**config.mk**
```make
export PLATFORM = sky130hd
export DESIGN_NAME = br_resolve
export DESIGN_NICKNAME = d
export VERILOG_FILES = /design/src/rtl/br_resolve_pkg.sv /design/src/rtl/br_resolve_train_fifo.sv /design/src/rtl/br_resolve.sv
export SDC_FILE = /design/constraint.sdc
export NUM_CORES = 1
export LEC_CHECK = 0
export CAP_MARGIN = 10
export CORE_ASPECT_RATIO = 1.2
export CORE_MARGIN = 5
export CORE_UTILIZATION = 54
export DETAILED_ROUTE_END_ITERATION = 6
export PLACE_DENSITY = 0.9
export SYNTH_ARGS = -nofsm -noshare
export SYNTH_HDL_FRONTEND = slang
export SYNTH_SLANG_ARGS = --single-unit
```
**constraint.sdc**
```tcl
create_clock -name clk -period 4.9 [get_ports clk]
set_input_delay 0.735 -clock clk [delete_from_list [all_inputs] [get_ports clk]]
set_output_delay 0.735 -clock clk [all_outputs]
set_load 0.01 [all_outputs]
```
**src/rtl/br_resolve_pkg.sv**
```systemverilog
// rtl/br_resolve_pkg.sv - shared types for branch resolution and predictor training
package types;

    localparam int GSHARE_IDX_W = 10;

    localparam logic [6:0] OP_BR  = 7'b1100011;
    localparam logic [6:0] OP_JAL = 7'b1101111;

    typedef struct packed {
        logic [31:0]             pc;
        logic [31:0]             inst;
        logic [31:0]             target_pc;
        logic [GSHARE_IDX_W-1:0] gshare_index;
        logic [1:0]              gshare_state;
        logic                    tournament_pred;
        logic                    valid;
    } br_pred_t;

    typedef struct packed {
        br_pred_t rec;
        logic     actual;
    } br_train_t;

    typedef enum logic [1:0] {
        IDLE,
        FLUSH,
        HOLD
    } br_res_state_e;

endpackage

```
**src/rtl/br_resolve_train_fifo.sv**
```systemverilog
// rtl/br_resolve_train_fifo.sv - synchronous FIFO of predictor training records
module train_fifo
    import types::*;
#(
    parameter int DEPTH = 4
) (
    input  logic      clk,
    input  logic      rst,
    input  logic      push,
    input  br_train_t push_data,
    input  logic      pop,
    output br_train_t pop_data,
    output logic      full,
    output logic      empty
);

    localparam int AW = $clog2(DEPTH);

    br_train_t       mem [DEPTH];
    logic [AW-1:0]   wr_ptr;
    logic [AW-1:0]   rd_ptr;
    logic [AW:0]     count;
    logic            do_push;
    logic            do_pop;

    assign full    = (count == (AW+1)'(DEPTH));
    assign empty   = (count == '0);
    assign do_push = push && !full;
    assign do_pop  = pop && !empty;

    // Mask the head when empty so the output is a clean zero out of reset.
    assign pop_data = empty ? '0 : mem[rd_ptr];

    always_ff @(posedge clk) begin
        if (do_push) begin
            mem[wr_ptr] <= push_data;
        end
    end

    always_ff @(posedge clk) begin
        if (rst) begin
            wr_ptr <= '0;
            rd_ptr <= '0;
            count  <= '0;
        end else begin
            if (do_push) begin
                wr_ptr <= wr_ptr + AW'(1);
            end
            if (do_pop) begin
                rd_ptr <= rd_ptr + AW'(1);
            end
            case ({do_push, do_pop})
                2'b10:   count <= count + (AW+1)'(1);
                2'b01:   count <= count - (AW+1)'(1);
                default: count <= count;
            endcase
        end
    end

endmodule

```
**src/rtl/br_resolve.sv**
```systemverilog
// rtl/br_resolve.sv - commit-side branch resolution, mispredict flush and predictor training
module br_resolve
    import types::*;
#(
    parameter int TQ_DEPTH   = 4,
    parameter int FLUSH_HOLD = 2
) (
    input  logic        clk,
    input  logic        rst,
    input  logic        commit_valid,
    output logic        commit_ready,
    input  br_pred_t    commit_pred,
    input  logic        commit_taken,
    input  logic [31:0] commit_target,
    output logic        flush,
    output logic [31:0] redirect_pc,
    output logic        wb_en,
    output br_pred_t    write_back,
    output logic        actual,
    output logic [31:0] num_br,
    output logic [31:0] num_mispred
);

    localparam int HW = (FLUSH_HOLD > 1) ? $clog2(FLUSH_HOLD) : 1;

    br_res_state_e state;
    br_res_state_e state_next;
    logic [HW-1:0] hold_cnt;
    logic [HW-1:0] hold_cnt_next;

    logic [6:0]  op;
    logic        is_br;
    logic        is_jal;
    logic        pred_taken;
    logic        mispred;
    logic        accept;
    logic        tq_full;
    logic        tq_empty;
    br_train_t   tq_in;
    br_train_t   tq_out;

    assign op         = commit_pred.inst[6:0];
    assign is_br      = (op == OP_BR);
    assign is_jal     = (op == OP_JAL);
    assign pred_taken = commit_pred.valid && ((commit_pred.tournament_pred && is_br) || is_jal);
    assign mispred    = (pred_taken != commit_taken)
                     || (commit_taken && (commit_pred.target_pc != commit_target));

    assign commit_ready = (state == IDLE) && !tq_full;
    assign accept       = commit_valid && commit_ready;
    assign flush        = (state == FLUSH);

    always_comb begin
        state_next    = state;
        hold_cnt_next = hold_cnt;
        case (state)
            IDLE: begin
                if (accept && mispred) begin
                    state_next = FLUSH;
                end
            end
            FLUSH: begin
                state_next    = HOLD;
                hold_cnt_next = HW'(FLUSH_HOLD - 1);
            end
            HOLD: begin
                if (hold_cnt == '0) begin
                    state_next = IDLE;
                end else begin
                    hold_cnt_next = hold_cnt - HW'(1);
                end
            end
            default: state_next = IDLE;
        endcase
    end

    always_ff @(posedge clk) begin
        if (rst) begin
            state       <= IDLE;
            hold_cnt    <= '0;
            redirect_pc <= '0;
            num_br      <= '0;
            num_mispred <= '0;
        end else begin
            state    <= state_next;
            hold_cnt <= hold_cnt_next;
            if (accept) begin
                num_br <= num_br + 32'd1;
                if (mispred) begin
                    num_mispred <= num_mispred + 32'd1;
                    redirect_pc <= commit_taken ? commit_target : commit_pred.pc + 32'd4;
                end
            end
        end
    end

    // JAL targets are static, so only conditional branches train the predictor.
    assign tq_in.rec    = commit_pred;
    assign tq_in.actual = commit_taken;

    train_fifo #(
        .DEPTH(TQ_DEPTH)
    ) u_train_fifo (
        .clk       (clk),
        .rst       (rst),
        .push      (accept && is_br),
        .push_data (tq_in),
        .pop       (!tq_empty),
        .pop_data  (tq_out),
        .full      (tq_full),
        .empty     (tq_empty)
    );

    assign wb_en      = !tq_empty;
    assign write_back = tq_out.rec;
    assign actual     = tq_out.actual;

endmodule

```
==> results.cfg, run 1 <==
[run]
max-cap-violations = 0

[logic_synthesis]
syn_nets = 1644
synth_enable_flop_cells = 444
post-synth-top-count-cell = sky130_fd_sc_hd__edfxtp_1
synth_sequential_area_ratio_pct = 66.9
syn-instance-count = 1486
synth-async-reset-ratio_pct = 0
synth_top_cell_by_area = sky130_fd_sc_hd__edfxtp_1
top_post_synthesis_cells_by_area = sky130_fd_sc_hd__edfxtp_1 58%, sky130_fd_sc_hd__mux4_2 11%, sky130_fd_sc_hd__dfxtp_1 9.3%
yosys.cell_types.count = 64
netlist_top_cells_count = 444 x sky130_fd_sc_hd__edfxtp_1, 118 x sky130_fd_sc_hd__and2_1, 111 x sky130_fd_sc_hd__mux4_2, 108 x sky130_fd_sc_hd__dfxtp_1
synth_top_flop_cell = sky130_fd_sc_hd__edfxtp_1
yosysWarningCount = 0
synth.ff_latch_count = 552
mapped_avg_cell_area_um2 = 15.6
mappedNetlistArea_um2 = 23200
yosys.area.top_type_share_pct = 57.6

[critical_path]
critical_path_peak_fanout = 36
crit_path_cell_trace = buf_12, mux4_2, and2_1, clkdlybuf4s50_1
destination_of_the_worst_register_to_register_timing_path = u_train_fifo.count[2]$_SDFFE_PP0P_
crit_required_ps = 4160
reg2reg_setup_slack_ps = 1780
setup.worst_path.end_class = output pin
worst-path-buf-inv = 2
cp_slowest_stage_delay_ps = 840
worst-setup-path-type = reg2out
crit-reg2reg-launch = state[0]$_SDFFE_PP0P_
setup.worst_path.start_class = register
worst_ep_arrival_ps = 3110
worst_path_max_delay_cell = sky130_fd_sc_hd__dfxtp_4
ff2ff_path_depth = 10
critPathTopFamily = buffers and inverters

[cts]
cts_num_sinks = 552
post_cts_hold_buffer_count = 0
path_clk_slew_ps = 60
clk_path_buf_depth = 3
tritoncts = built
numCtsBuffers = 53
cts_post_setup_buffers_inserted = 0
cts_root_buffer = sky130_fd_sc_hd__clkbuf_16
cts-htree-levels = 2
cts-resized-gates = 0
worst_skew_pair.late_latency_ps = 570

[route]
ant_nets = 0
routed-via-count = 14700
final_wl_um = 61800
first_pass_iters = 7
post-route-drc-count = 0
drt-vias-per-instance = 6.05
detail_route.iter0.violations = 1306
routed_wire_length_per_instance_um = 25.4

[power_and_ir_drop]
power.ir.vdd_worst_mv = 0.265
total_leakage_power_nw = 9.20
power.density_nw_per_um2 = 344

[global_route]
grt_first_pass_wirelength_um = 91800
grt_antenna_before_repair = 14
groute.usage.overall_pct = 25.6
grt.overflow.total = 0
grt_max_degree = 104
via_count_of_the_first_global_routing_pass = 15000

[floorplanning]
chipHeight_um = 237
number_of_standard_cell_rows_in_the_floorplan = 83
core_area_um2 = 42600
initial_utilization_pct = 54.4
floorplan.die_area_um2 = 47100
die_width_um = 199
top_level_ports = 356

[min_path]
hp-class = reg2reg
holdCritStartpoint = redirect_pc[28]$_SDFFE_PP0P_
worstHoldEndpoint = redirect_pc[28]$_SDFFE_PP0P_
hold-path-cell-count = 2

[sta]
timing.fmax_ghz = 0.260
report.final.setup_viol = 0
worst_hold_slack_ps = 485
period_minus_slack_ps = 3840
final_setup_skew_ps = 15.3
hold_viol_final = 0
fin_setup_tns_ps = 0
finalMaxSlewViolations = 0
timing.max_slew.rel_slack_pct = 24.0
worst_slew_pin_slew_ps = 1140
rsz_0062_raised_after_global_routing = no
timing.final.crit_share_pct = 78.4

[placed_design]
port_buffers = 355
globalplace.congestion = 0.918
dp_hpwl_um = 41400

[status]
status = complete, no violations

[finish]
num-nets-final = 1993
drive_gt1_share_pct = 13.8
area_growth_pct = 26.1
how the worst max path moves through the flow:
stage	start	endpoint	slack [ps]	cells after the start
after floorplan	commit_pred[50]	u_train_fifo.mem[0][0]$_DFFE_PP_	340	3
after global placement	commit_pred[48]	redirect_pc[30]$_SDFFE_PP0P_	930	8
after detailed placement	commit_pred[50]	u_train_fifo.count[2]$_SDFFE_PP0P_	860	10
after CTS	register	write_back[43]	970	4
after global routing	register	write_back[92]	830	4
final	register	write_back[92]	1060	4
flip-flops by register name (all words and copies together) (netlist names), named ones only:
| name | cells |
|---|---|
| num_br | 32 |
| u_train_fifo.mem | 444 |
| u_train_fifo.wr_ptr | 2 |
| num_mispred | 32 |
| u_train_fifo.count | 3 |
| hold_cnt | 1 |
| redirect_pc | 32 |
| state | 2 |
| u_train_fifo.rd_ptr | 2 |
through the flow:
| step | area [um2] | setup slack [ps] | util [%] | std cells | power (mW) |
|---|---|---|---|---|---|
| 5_1_grt | 29200 | 832 | 68.6 | 2435 | 10.4 |
| 3_5_place_dp | 27400 | 862 | 64.3 | 2332 | 5.90 |
| 2_1_floorplan | 23200 | 345 | - | 1486 | 5.51 |
| 6_report | 29200 | 1060 | 68.6 | 2437 | 10.0 |
| 4_1_cts | 29200 | 968 | 68.5 | 2431 | 10.1 |
| 3_3_place_gp | 27400 | 929 | 64.3 | 2332 | 5.88 |
routing by layer:
layer	GRT usage, %	vias up	part of all wire, %
met5	0	-	0.19
met4	8.37	16	3.3
met3	7.51	124	9.6
met2	42.5	694	50
met1	32.6	7460	37
li1	-	6453	-
power by group:
part	switching, mW	internal, mW	total [mW]
clock	1.74	2.48	4.23
sequential	0.0361	5.10	5.14
combinational	0.367	0.305	0.672
total	2.15	7.89	10.0
logic make-up after synthesis:
| group | count (synthesis) | share of synthesized area (%) |
|---|---|---|
| compound gates | 153 | 4.20 |
| xor+xnor | 84 | 3.18 |
| fa+ha+maj | 12 | 0.681 |
| buf+inv | 107 | 2.03 |
| flops | 552 | 66.9 |
| mux | 136 | 12.0 |
| simple gates | 442 | 11.0 |
layout make-up:
cell class | count | area [um2]
inverters | 21 | 78.8
fillers | 2719 | 13400
clock inverters | 41 | 424
clock buffers | 58 | 1400
multi-input cells | 827 | 7230
well taps | 552 | 691
repair buffers | 380 | 3860
flip-flops and latches | 552 | 15500
diodes | 6 | 15.0
tightest hold or removal path, stage by stage, from the launching register on:
cell                      delay [ps]
sky130_fd_sc_hd__dfxtp_1         310
sky130_fd_sc_hd__o21ai_0          70
sky130_fd_sc_hd__a21oi_1          60
layout by cell type (no fill, tap or decap), types with 39 or more instances in the layout:
| cell type | netlist | final |
|---|---|---|
| sky130_fd_sc_hd__edfxtp_1 | 444 | 444 |
| sky130_fd_sc_hd__clkdlybuf4s50_1 | 0 | 354 |
| sky130_fd_sc_hd__and2_1 | 118 | 118 |
| sky130_fd_sc_hd__mux4_2 | 111 | 111 |
| sky130_fd_sc_hd__dfxtp_1 | 108 | 106 |
| sky130_fd_sc_hd__nor2_1 | 65 | 65 |
| sky130_fd_sc_hd__xnor2_1 | 65 | 65 |
| sky130_fd_sc_hd__clkbuf_16 | 0 | 55 |
| sky130_fd_sc_hd__a21oi_1 | 49 | 49 |
| sky130_fd_sc_hd__nand2_1 | 47 | 47 |
| sky130_fd_sc_hd__nand3_1 | 40 | 40 |
| sky130_fd_sc_hd__o21ai_0 | 39 | 39 |
(Power assumes the default switching activity.)
==> inputs of run 2 (changes only) <==
--- a/config.mk
+++ b/config.mk
@@ -8,9 +8,9 @@
 export CAP_MARGIN = 10
 export CORE_ASPECT_RATIO = 1.2
 export CORE_MARGIN = 5
-export CORE_UTILIZATION = 54
+export CORE_UTILIZATION = 49
 export DETAILED_ROUTE_END_ITERATION = 6
-export PLACE_DENSITY = 0.9
+export PLACE_DENSITY = 0.87
 export SYNTH_ARGS = -nofsm -noshare
 export SYNTH_HDL_FRONTEND = slang
 export SYNTH_SLANG_ARGS = --single-unit
==> constraint.sdc (replaced) <==
create_clock -name clk -period 3.1 [get_ports clk]
set_input_delay 0.465 -clock clk [delete_from_list [all_inputs] [get_ports clk]]
set_output_delay 0.465 -clock clk [all_outputs]
set_load 0.01 [all_outputs]
==> results.cfg, run 2 (synthesized netlist as in run 1, its figures left out) <==
[status]
status = complete, no violations

[sta]
timing.max_slew.rel_slack_pct = 49.3
rsz_0062_raised_after_global_routing = yes
hold_viol_final = 0
timing.fmax_ghz = 0.328
final_critical_path_setup_slack_ps = 54.9
worst_slew_pin_slew_ps = 760
finalMaxSlewViolations = 0
timing.final.crit_share_pct = 98.2
report.final.setup_viol = 0
fin_setup_tns_ps = 0
final_setup_skew_ps = 22.9
period_minus_slack_ps = 3050

[critical_path]
worst_ep_arrival_ps = 2580
setup.worst_path.start_class = register
critical_path_peak_fanout = 20
crit_required_ps = 2630
setup.worst_path.end_class = output pin
reg2reg_setup_slack_ps = 430
worst-setup-path-type = reg2out

[finish]
finalInstanceArea_um2 = 30200
drive_gt1_share_pct = 17.7
number_of_flip_flops_under_the_largest_register_name = 444
num-nets-final = 2078
layout.cells.most_common = sky130_fd_sc_hd__edfxtp_1
layout.filler_cells = 3189
area_growth_pct = 30.6
top_register = u_train_fifo.mem
final_cell_mix = 444 x sky130_fd_sc_hd__edfxtp_1, 341 x sky130_fd_sc_hd__clkdlybuf4s50_1, 118 x sky130_fd_sc_hd__and2_1

[power_and_ir_drop]
final_power_mw = 16.0
combPwrFrac_pct = 7.3
total_leakage_power_nw = 9.93
power.clock.fraction_pct = 41.9
power.ir.vdd_worst_mv = 0.452
seq_power_share_pct = 50.8
power_report.internal_total_mw = 12.5
power.density_nw_per_um2 = 529
switching_share_pct = 21.9
p_switching_mw = 3.50

[route]
first_pass_iters = 5
routed_wire_length_per_instance_um = 25.4
post-route-drc-count = 0
final_wl_um = 65900
drt-vias-per-instance = 5.82
routed-via-count = 15100
detail_route.iter0.violations = 1046
ant_nets = 0

[cts]
clk_path_buf_depth = 3
cts_num_sinks = 552
tritoncts = built
path_clk_slew_ps = 60
cts-htree-levels = 2
worst_skew_pair.late_latency_ps = 600
numCtsBuffers = 53
cts_root_buffer = sky130_fd_sc_hd__clkbuf_16
post_cts_hold_buffer_count = 0

[global_route]
grt.overflow.total = 0
grt_max_degree = 72
grt_first_pass_wirelength_um = 98300
groute.usage.overall_pct = 25.0
grt_antenna_before_repair = 16
via_count_of_the_first_global_routing_pass = 15600

[placed_design]
dp_slack_ps = -151
globalplace.congestion = 0.892
post_dp_cell_area_um2 = 28200
port_buffers = 355
dp_hpwl_um = 44700

[floorplanning]
initial_utilization_pct = 49.4
core_area_um2 = 46900
floorplan.die_area_um2 = 51700
top_level_ports = 356
number_of_standard_cell_rows_in_the_floorplan = 87
die_width_um = 208
chipHeight_um = 248

[run]
max-cap-violations = 0

[min_path]
hp-class = in2reg
[run 2: cell count changes in the layout (fill, tap and decap cells not counted), moves of 4 or more]
cell,delta
sky130_fd_sc_hd__buf_16,+4
sky130_fd_sc_hd__clkdlybuf4s50_1,-13
sky130_fd_sc_hd__buf_4,+62
sky130_fd_sc_hd__clkbuf_1,+4
sky130_fd_sc_hd__buf_12,+15
sky130_fd_sc_hd__dlymetal6s2s_1,+11
[run 2: path summary, 6_finish.rpt]
| check | startpoint | to | depth (start not counted) |
|---|---|---|---|
| setup reg to reg | state[1]$_SDFFE_PP0P_ | u_train_fifo.count[2]$_SDFFE_PP0P_ | 10 |
| hold reg to reg | redirect_pc[20]$_SDFFE_PP0P_ | redirect_pc[20]$_SDFFE_PP0P_ | 2 |
| setup / recovery | register | write_back[35] | 5 |
| hold / removal | rst | num_mispred[1]$_SDFFE_PP0P_ | 2 |
[run 2: power groups by stage]
stage	logic [mW]	clock network [mW]	registers [mW]
2_1_floorplan	0.399	0	8.30
3_3_place_gp	1.12	0	8.28
3_5_place_dp	1.15	0	8.28
4_1_cts	1.17	6.78	8.12
5_1_grt	1.25	7.11	8.13
6_report	1.17	6.69	8.13
[run 2: cell type report]
cell class,instances,area [um2],area share [%]
inverter,21,78.8,0.261
multi-input combinational,829,7240,23.9
sequential,552,15500,51.3
clock buffer,62,1400,4.63
antenna,4,10.0,0.0331
tap,623,779,2.58
timing repair buffer,463,4800,15.9
clock inverter,38,425,1.41
[run 2: worst max-delay path: stages, from the launching register on]
cell and delay, ps:
sky130_fd_sc_hd__dfxtp_4 360, sky130_fd_sc_hd__buf_4 160, sky130_fd_sc_hd__buf_16 200, sky130_fd_sc_hd__mux4_2 510
sky130_fd_sc_hd__and2_1 200, sky130_fd_sc_hd__clkdlybuf4s50_1 510
[run 2: timing repair]
action | 4_1_cts | 5_1_grt
endpoints found under the hold margin | 0 | 0
gates resized for setup | 11 | 12
buffers inserted | 4 | 5
endpoints found under the setup margin | 110 | 23
pin swaps | 1 | 0
cloned | 4 | 1
[run 2: per-layer routing]
layer / track usage [%] / wire length [um] / vias up
met1: 31.2 / 24500 / 7589
met5: 0 / 160 / -
met4: 8.19 / 2100 / 24
met3: 6.61 / 5610 / 135
li1: - / - / 6646
met2: 43.1 / 33500 / 685
[run 2: stage by stage]
stage / util, % / hold slack, ps / std cells
finish: 64.5 / 449 / 2592
global route: 64.5 / 476 / 2588
CTS: 64.2 / 422 / 2582
detailed placement: 60.0 / 471 / 2474
global placement: 60.0 / 458 / 2474
floorplan: - / 466 / 1486
